File: src/rtl/uart_pkg.sv
// Shared UART definitions.
// Holds the transmit state encoding, the frame data width and the smallest
// divider the bit timer is allowed to run with.
package uart_pkg;

  localparam int UART_DATA_BITS = 8;
  localparam int UART_MIN_DIV   = 3;

  typedef enum logic [2:0] {
    ST_IDLE   = 3'd0,
    ST_FETCH  = 3'd1,
    ST_LOAD   = 3'd2,
    ST_START  = 3'd3,
    ST_DATA   = 3'd4,
    ST_PARITY = 3'd5,
    ST_STOP   = 3'd6
  } uart_state_t;

endpackage

File: src/rtl/uart_baud_timer.sv
// Loadable down-counter producing one terminal-count strobe per period.
// Ports:
//   clk     - system clock
//   rst     - synchronous active-low reset
//   load    - force the counter to reload_value this cycle
//   run     - count down while high; reloads itself after reaching 0
//   reload  - period minus one, in clk cycles
//   tick    - high for the single cycle in which the count is 0 while running
module uart_baud_timer #(
  parameter int DIV_WIDTH = 16
) (
  input  logic                 clk,
  input  logic                 rst,
  input  logic                 load,
  input  logic                 run,
  input  logic [DIV_WIDTH-1:0] reload,
  output logic                 tick
);

  logic [DIV_WIDTH-1:0] count_reg;

  always_ff @(posedge clk) begin
    if (!rst) begin
      count_reg <= '0;
    end else if (load) begin
      count_reg <= reload;
    end else if (run) begin
      // Auto-reload keeps consecutive periods exactly reload+1 cycles long.
      if (count_reg == '0) count_reg <= reload;
      else                 count_reg <= count_reg - 1'b1;
    end
  end

  assign tick = run && (count_reg == '0);

endmodule

File: src/rtl/uart_tx_engine.sv
// UART transmit serialiser sitting behind the transmit FIFO.
// Pops one byte at a time and sends start, 8 data bits LSB first, optional
// parity and 1 or 2 stop bits, with a runtime-programmable bit period.
// Ports:
//   clk, rst          - clock and synchronous active-low reset
//   enable            - permits starting a new frame
//   baud_div          - bit period minus one (values below 3 act as 3)
//   parity_en/odd     - parity insertion and sense
//   two_stop          - two stop bits when set
//   fifo_empty        - FIFO empty flag
//   fifo_read_data    - FIFO head byte
//   fifo_read_strobe  - one-cycle pop pulse
//   tx                - serial line, idles high
//   busy              - frame in progress (FETCH through last stop bit)
//   tx_done           - one-cycle pulse after the last stop bit
module uart_tx_engine
  import uart_pkg::*;
#(
  parameter int DIV_WIDTH = 16
) (
  input  logic                 clk,
  input  logic                 rst,
  input  logic                 enable,
  input  logic [DIV_WIDTH-1:0] baud_div,
  input  logic                 parity_en,
  input  logic                 parity_odd,
  input  logic                 two_stop,
  input  logic                 fifo_empty,
  input  logic [7:0]           fifo_read_data,
  output logic                 fifo_read_strobe,
  output logic                 tx,
  output logic                 busy,
  output logic                 tx_done
);

  uart_state_t          state_reg;
  logic [DIV_WIDTH-1:0] div_reg;
  logic                 parity_en_reg;
  logic                 parity_odd_reg;
  logic                 two_stop_reg;
  logic [7:0]           shift_reg;
  logic                 parity_reg;
  logic [2:0]           bit_cnt_reg;
  logic                 stop_cnt_reg;

  logic [DIV_WIDTH-1:0] div_eff;
  logic                 tick;
  logic                 timer_load;
  logic                 timer_run;

  assign div_eff = (baud_div < DIV_WIDTH'(UART_MIN_DIV)) ? DIV_WIDTH'(UART_MIN_DIV) : baud_div;

  // The timer is primed in LOAD so the first START cycle already counts.
  assign timer_load = (state_reg == ST_LOAD);
  assign timer_run  = (state_reg == ST_START) || (state_reg == ST_DATA) ||
                      (state_reg == ST_PARITY) || (state_reg == ST_STOP);

  uart_baud_timer #(
    .DIV_WIDTH(DIV_WIDTH)
  ) u_baud_timer (
    .clk    (clk),
    .rst    (rst),
    .load   (timer_load),
    .run    (timer_run),
    .reload (div_reg),
    .tick   (tick)
  );

  always_ff @(posedge clk) begin
    if (!rst) begin
      state_reg        <= ST_IDLE;
      div_reg          <= '0;
      parity_en_reg    <= 1'b0;
      parity_odd_reg   <= 1'b0;
      two_stop_reg     <= 1'b0;
      shift_reg        <= '0;
      parity_reg       <= 1'b0;
      bit_cnt_reg      <= '0;
      stop_cnt_reg     <= 1'b0;
      fifo_read_strobe <= 1'b0;
      tx               <= 1'b1;
      busy             <= 1'b0;
      tx_done          <= 1'b0;
    end else begin
      fifo_read_strobe <= 1'b0;
      tx_done          <= 1'b0;
      case (state_reg)
        ST_IDLE: begin
          if (enable && !fifo_empty) begin
            // Frame configuration is frozen here for the whole frame.
            state_reg      <= ST_FETCH;
            busy           <= 1'b1;
            div_reg        <= div_eff;
            parity_en_reg  <= parity_en;
            parity_odd_reg <= parity_odd;
            two_stop_reg   <= two_stop;
          end
        end
        ST_FETCH: begin
          // Head byte settles during this cycle; a flush aborts without popping.
          if (fifo_empty) begin
            state_reg <= ST_IDLE;
            busy      <= 1'b0;
          end else begin
            state_reg        <= ST_LOAD;
            fifo_read_strobe <= 1'b1;
          end
        end
        ST_LOAD: begin
          shift_reg  <= fifo_read_data;
          parity_reg <= (^fifo_read_data) ^ parity_odd_reg;
          state_reg  <= ST_START;
          tx         <= 1'b0;
        end
        ST_START: begin
          if (tick) begin
            state_reg   <= ST_DATA;
            tx          <= shift_reg[0];
            shift_reg   <= {1'b0, shift_reg[7:1]};
            bit_cnt_reg <= '0;
          end
        end
        ST_DATA: begin
          if (tick) begin
            if (bit_cnt_reg == 3'(UART_DATA_BITS - 1)) begin
              if (parity_en_reg) begin
                state_reg <= ST_PARITY;
                tx        <= parity_reg;
              end else begin
                state_reg    <= ST_STOP;
                tx           <= 1'b1;
                stop_cnt_reg <= 1'b0;
              end
            end else begin
              tx          <= shift_reg[0];
              shift_reg   <= {1'b0, shift_reg[7:1]};
              bit_cnt_reg <= bit_cnt_reg + 3'd1;
            end
          end
        end
        ST_PARITY: begin
          if (tick) begin
            state_reg    <= ST_STOP;
            tx           <= 1'b1;
            stop_cnt_reg <= 1'b0;
          end
        end
        ST_STOP: begin
          if (tick) begin
            if (two_stop_reg && !stop_cnt_reg) begin
              stop_cnt_reg <= 1'b1;
            end else begin
              state_reg <= ST_IDLE;
              busy      <= 1'b0;
              tx_done   <= 1'b1;
            end
          end
        end
        default: begin
          state_reg <= ST_IDLE;
          tx        <= 1'b1;
          busy      <= 1'b0;
        end
      endcase
    end
  end

endmodule

File: config.mk
export PLATFORM = sky130hd
export DESIGN_NAME = uart_tx_engine
export DESIGN_NICKNAME = d
export VERILOG_FILES = /design/src/rtl/uart_pkg.sv /design/src/rtl/uart_baud_timer.sv /design/src/rtl/uart_tx_engine.sv
export SDC_FILE = /design/constraint.sdc
export NUM_CORES = 1
export LEC_CHECK = 0
export ABC_CLOCK_PERIOD_IN_PS = 3010
export CORE_MARGIN = 4
export CORE_UTILIZATION = 51
export CTS_CLUSTER_DIAMETER = 40
export DETAILED_ROUTE_END_ITERATION = 10
export GPL_TIMING_DRIVEN = 0
export PLACE_DENSITY = 0.77
export SYNTH_ARGS = -nofsm -noshare
export SYNTH_HDL_FRONTEND = slang
export SYNTH_HIERARCHICAL = 1
export SYNTH_SLANG_ARGS = --single-unit
File: constraint.sdc
create_clock -name clk -period 3.01 [get_ports clk]
set_input_delay 0.4515 -clock clk [delete_from_list [all_inputs] [get_ports clk]]
set_output_delay 0.4515 -clock clk [all_outputs]
set_load 0.01 [all_outputs]
[Yosys cells after proc, flatten, opt, wreduce, memory -nomap -nowiden]
Index checks and enable logic that the tools add are counted.
Storage, ports and cells
  flip-flop bits (word level): 55
  bits of input ports: 31
  word-level logic and storage cells: 106
Operators by class
  add/subtract/negate cells: 2
  magnitude comparators: 1
  equal/unequal tests: 18
  mux-type cells: 42
  bitwise gates (word level): 3
  reductions and logical operators: 26
Operator list (number)
  $mux 16: 4
  $mux 3: 10
  $mux 8: 3
  $pmux 8 s3: 1
  $pmux 3 s7: 1
  $ne 2x2->1 const B: 9
  $mux 1: 17
  $logic_not 16->1: 1
  $lt 16x2->1 const B: 1
  $sub 16x1->16 const B: 1
  $reduce_and 7->1: 2
  $eq 3x3->1 const B: 4
  $reduce_and 4->1: 3
  $reduce_xor 8->1: 1
  $eq 3x2->1 const B: 2
  $pmux 3 s2: 1
  $reduce_bool 3->1: 2
  $pmux 1 s5: 1
  $reduce_and 5->1: 1
  $mux 2: 2
  $ne 2x1->1 const B: 2
  $pmux 1 s4: 1
  $reduce_and 2->1: 2
  $reduce_bool 2->1: 2
  12 further kinds: 18

[Longest topological paths before layout]
  depth in word-level cells: 7
  mapped depth: 10
  mapped depth without buffers: 8

[Modules after synthesis]
Netlist, hierarchy kept.
By module, submodules not included
  uart_tx_engine: instances 1, cells each 232, area each 1911.8 µm²
  uart_baud_timer: instances 1, cells each 149, area each 1124.8 µm²

[Worst setup path before layout]
No wires, ideal clock.
  path kind: register to register
  from: register state_reg[0]
  to: register state_reg[0]
  arrival: 2.801 ns
  data required time: 2.940 ns
  path slack: 0.139 ns
  cell stages (with the launch flop): 10
  buffers on the path: 1
  cell sequence: dfxtp_1 -> buf_2 -> and2_1 -> xnor2_1 -> or4b_2 -> nor4_2 -> nor3b_1 -> o21a_1 -> or4_1 -> a21oi_1
Between the ends
  word-level cells in the longest chain between the ends: 7
RTL lines
  start, declared: RTL line uart_tx_engine.sv:36  | uart_state_t state_reg;
  start signal, assigned: RTL line uart_tx_engine.sv:71  | state_reg <= ST_IDLE;
  start signal, assigned: RTL line uart_tx_engine.sv:91  | state_reg <= ST_FETCH;
  start signal, assigned: RTL line uart_tx_engine.sv:102  | state_reg <= ST_IDLE;
  $eq 3x2->1 / $eq 3x3->1 (equally long branches): RTL line uart_tx_engine.sv:55  | assign timer_run = (state_reg == ST_START) || (state_reg == ST_DATA) ||
  $logic_or 1x1->1 (2 in series): RTL line uart_tx_engine.sv:55
  $logic_or 1x1->1 *: RTL line uart_tx_engine.sv:56  | (state_reg == ST_PARITY) || (state_reg == ST_STOP);
  named net timer_run: RTL line uart_tx_engine.sv:49  | logic timer_run;
  $logic_and 1x1->1 *: RTL line uart_baud_timer.sv:34  | assign tick = run && (count_reg == '0);
  named net tick: RTL line uart_tx_engine.sv:47  | logic tick;
  $ne 2x2->1 (no source line)
  $reduce_and 7->1 (no source line) *
Mark *: on every way through the listed nets, which the timed path passes. The rest lies on a longest branch.
A chain may end at the register's enable or synchronous reset.

[Worst setup path after layout]
Ends and elaborated chain as after synthesis.

==> summary.md <==
| Metric | Value |
|---|---|
| Critical Path Start | state_reg[0]$_SDFFE_PN0P_ |
| Hold Slack | between 0.4 and 0.5 ns |
| PwrDens | between 400 and 500 nW/um^2 |
| Min-delay src | div_reg[3]$_SDFFE_PN0P_ |
| WP data required | approximately 3.2 ns |
| Fin crit period | 2.85 ns |
| FP Rows | 27 |
| Dpl cells | 487 |
| Tightest Pin Transition | roughly 0.84 ns |
| Setup Skew | a little over 0.008 ns |
| Maximum clock rate | between 300 and 400 MHz |
| Total CTS buffers | 5 |
| Remaining antenna violation count | 0 |
| Cells after Synth | roughly 380 |
| Synthesized area per cell | around 8.0 sq um |
| Vias in the first global route | approximately 2800 |
| First DRT Iteration DRCs | 507 |
| Die width | 85.2 um |
| Ys flop type | dfxtp_1 |
| Final Util | 0.646 |
| Port buffer count | 34 |
| Clock root cell | clkbuf_8 |
| Die area | between 7000 and 8000 sq um |
| Fill cell count | 514 |
| Die height | 85.2 um |
| CP Cell Sequence | clkbuf_4 -> and2_4 -> xnor2_2 -> or4b_2 -> nor4_4 -> buf_4 -> nor3b_2 -> o21a_1 -> or4_1 -> a21oi_1 |
| CTS tree | built |
| CP endpoint kind | register |
| Hold WC Path Type | reg -> reg |
| Layout Nets | approximately 460 |
| Initial Utilization | 0.538 |
| Slew HR | 0.438 |
| Final setup fails | 0 |
| WP data arrival | 3.08 ns |
| Final Non-Filler Cells | between 400 and 500 |
| Htree depth | 2 |
| Startpoint Class | register |
| Worst path max stage delay | ~0.65 ns |
| Slowest CP cell | or4b_2 |
| Fin area | around 3600 sq um |
| Avg Vias per Cell | about 6.2 |
| Grt total ovfl | 0 |
| Clk sink count | 55 |
| Max VDD drop | 0.000264 V |
| Yosys top cell area share | 0.363 |
| DR WL/cell | ~17 um |
| Remaining routing DRC violations | 0 |
| Multi-input gate area | between 1500 and 2000 sq um |
| Via count | between 3000 and 4000 |
| CTS max path bufs | 2 |
| Outcome | finished clean |
| # Max-Cap Violations | 0 |
| Syn_nets | around 420 |
| Routability cong. | 0.958 |
| Synth area leaders | dfxtp_1 36%, a21oi_1 6.6%, nand2_1 6.6%, nor2_1 3.6%, mux2i_1 3.0% |
| CORE AREA | ~5600 sq um |
| Yosys top cell by area | dfxtp_1 |
| CTS clk-pin slew, worst paths | 0.10 ns |
| Final WL | 8460 um |
| EDFF count, synth | 0 |
| RR Startpoint | state_reg[0]$_SDFFE_PN0P_ |
| Initial antenna violation count | 0 |
| Antenna diodes | 0 |
| Pleak | about 1.4 nW |
| Distinct cells, synth | 57 |
| Register area share after synthesis | 0.363 |
| Tot Pwr | around 0.0017 W |
| Largest net degree at the start of global routing | 17 |
| Crit Path Category | reg -> reg |
| Slew Viols, Final | 0 |
| Area post-placement | ~3500 sq um |
| Register area | roughly 1100 sq um |
| All-Layer GR Usage | 0.233 |
| Mapped Area | 3040 sq um |
| Final hold violations | 0 |
| First-pass detailed-route iteration total | 6 |
| Post-synthesis register bit count | between 50 and 60 |
| Synth async-reset ratio | 0 |
| First-pass GRT wire length | between 10000 and 15000 um |
| Worst skew pair latency | between 0.3 and 0.4 ns |
| Tcrit/Tclk final | 0.947 |
| Layout cells sized above 1 | 0.110 |
| Count of hold-fix buffers inserted at cts | 0 |
| Area added between synthesis and finish | 20.0% |
| Maximum fanout along the worst path | 10 |
| Synth warnings | 6 |
| DP HPWL | 5940 um |
| Ports | 35 |
[worst max-delay path: cells and delay by family (launching register included)]
family                 cells  cell delay [ns]
buffers and inverters      2             0.36
AO/OA/AOI/OAI              2             0.33
flip-flops                 1             0.36
XOR/XNOR                   1             0.18
AND/OR/NAND/NOR            5             1.54
[repair_timing]
item / in CTS / in global routing
gates resized for setup: 8 / 3
pin swaps: 2 / 1
buffers inserted: 3 / 1
endpoints found under the setup margin: 22 / 7
[cells in the mapped netlist (all sizes together), types with 4 or more instances]
| cell | count |
|---|---|
| clkbuf | 11 |
| and2 | 4 |
| o211ai | 5 |
| xnor2 | 5 |
| a31oi | 6 |
| mux2i | 9 |
| buf | 12 |
| nand4 | 5 |
| nand3 | 7 |
| ha | 4 |
| a21oi | 41 |
| inv | 14 |
| nor3 | 16 |
| o221a | 4 |
| nand2 | 53 |
| dfxtp | 55 |
| or4 | 5 |
| nand2b | 6 |
| a211oi | 11 |
| nor4 | 9 |
| or2 | 4 |
| nor2 | 29 |
| or3 | 6 |
| o21ai | 16 |
[metrics by stage]
| stage | setup slack, ns | setup TNS [ns] |
|---|---|---|
| CTS | 0.0473 | 0 |
| floorplan | 0.139 | 0 |
| global route | -0.00702 | -0.00702 |
| finish | 0.159 | 0 |
| global placement | -0.342 | -3.89 |
| detailed placement | -0.438 | -4.59 |
[area by class of cell]
class / instances / share of cell area
Sequential cell: 55 / 0.303
Buffer: 23 / 0.0330
Inverter: 14 / 0.0144
Timing Repair Buffer: 38 / 0.102
Multi-Input combinational cell: 289 / 0.495
Clock buffer: 5 / 0.0189
Clock inverter: 2 / 0.0103
Tap cell: 72 / 0.0247
[cell usage in the layout (no fill, tap or decap), types with 6 or more instances in the layout]
cell	instances
mux2i_1	9
nor3_1	16
nand2b_1	6
nand3_1	7
buf_4	6
a21oi_1	40
o21ai_0	16
inv_1	14
or3_1	6
nand2_1	53
clkdlybuf4s50_1	34
a31oi_1	6
buf_2	6
a211oi_1	10
clkbuf_1	10
dfxtp_1	54
nor4_1	6
nor2_1	29
[worst paths after layout]
kind | slack [ns] | endpoint | cells past startpoint
worst min register to register | 0.46 | div_reg[3]$_SDFFE_PN0P_ | 2
worst min-delay path | 0.46 | div_reg[3]$_SDFFE_PN0P_ | 2
worst max register to register | 0.16 | state_reg[0]$_SDFFE_PN0P_ | 10
worst max-delay path | 0.16 | state_reg[0]$_SDFFE_PN0P_ | 10
[power by group]
| group | leakage (nW) | internal (W) | total, W | switching [W] |
|---|---|---|---|---|
| sequential | 0.447 | 0.000758 | 0.000787 | 0.0000287 |
| combinational | 0.884 | 0.000168 | 0.000384 | 0.000215 |
| clock | 0.0502 | 0.000244 | 0.000486 | 0.000243 |
| total | 1.38 | 0.00117 | 0.00166 | 0.000487 |
[per-layer routing]
layer	routed length, um	vias up	global-route usage
met4	104	0	0.0647
li1	-	1470	-
met2	3930	155	0.381
met3	615	18	0.0311
met1	3810	1430	0.323
met5	0	-	0
[logic make-up (layout without fill, tap and decap cells)]
| logic type | count (synthesis) | count (layout) | share of synthesized area |
|---|---|---|---|
| DFF | 55 | 55 | 0.363 |
| and+or+nand+nor | 164 | 164 | 0.288 |
| muxes | 9 | 9 | 0.0297 |
| adders and majority gates | 4 | 4 | 0.0165 |
| xor gates and xnor gates | 9 | 9 | 0.0305 |
| buffers and inverters | 37 | 82 | 0.0540 |
| AOI/OAI and AO/OA | 103 | 103 | 0.219 |
Power figures use the tool's default switching activity.
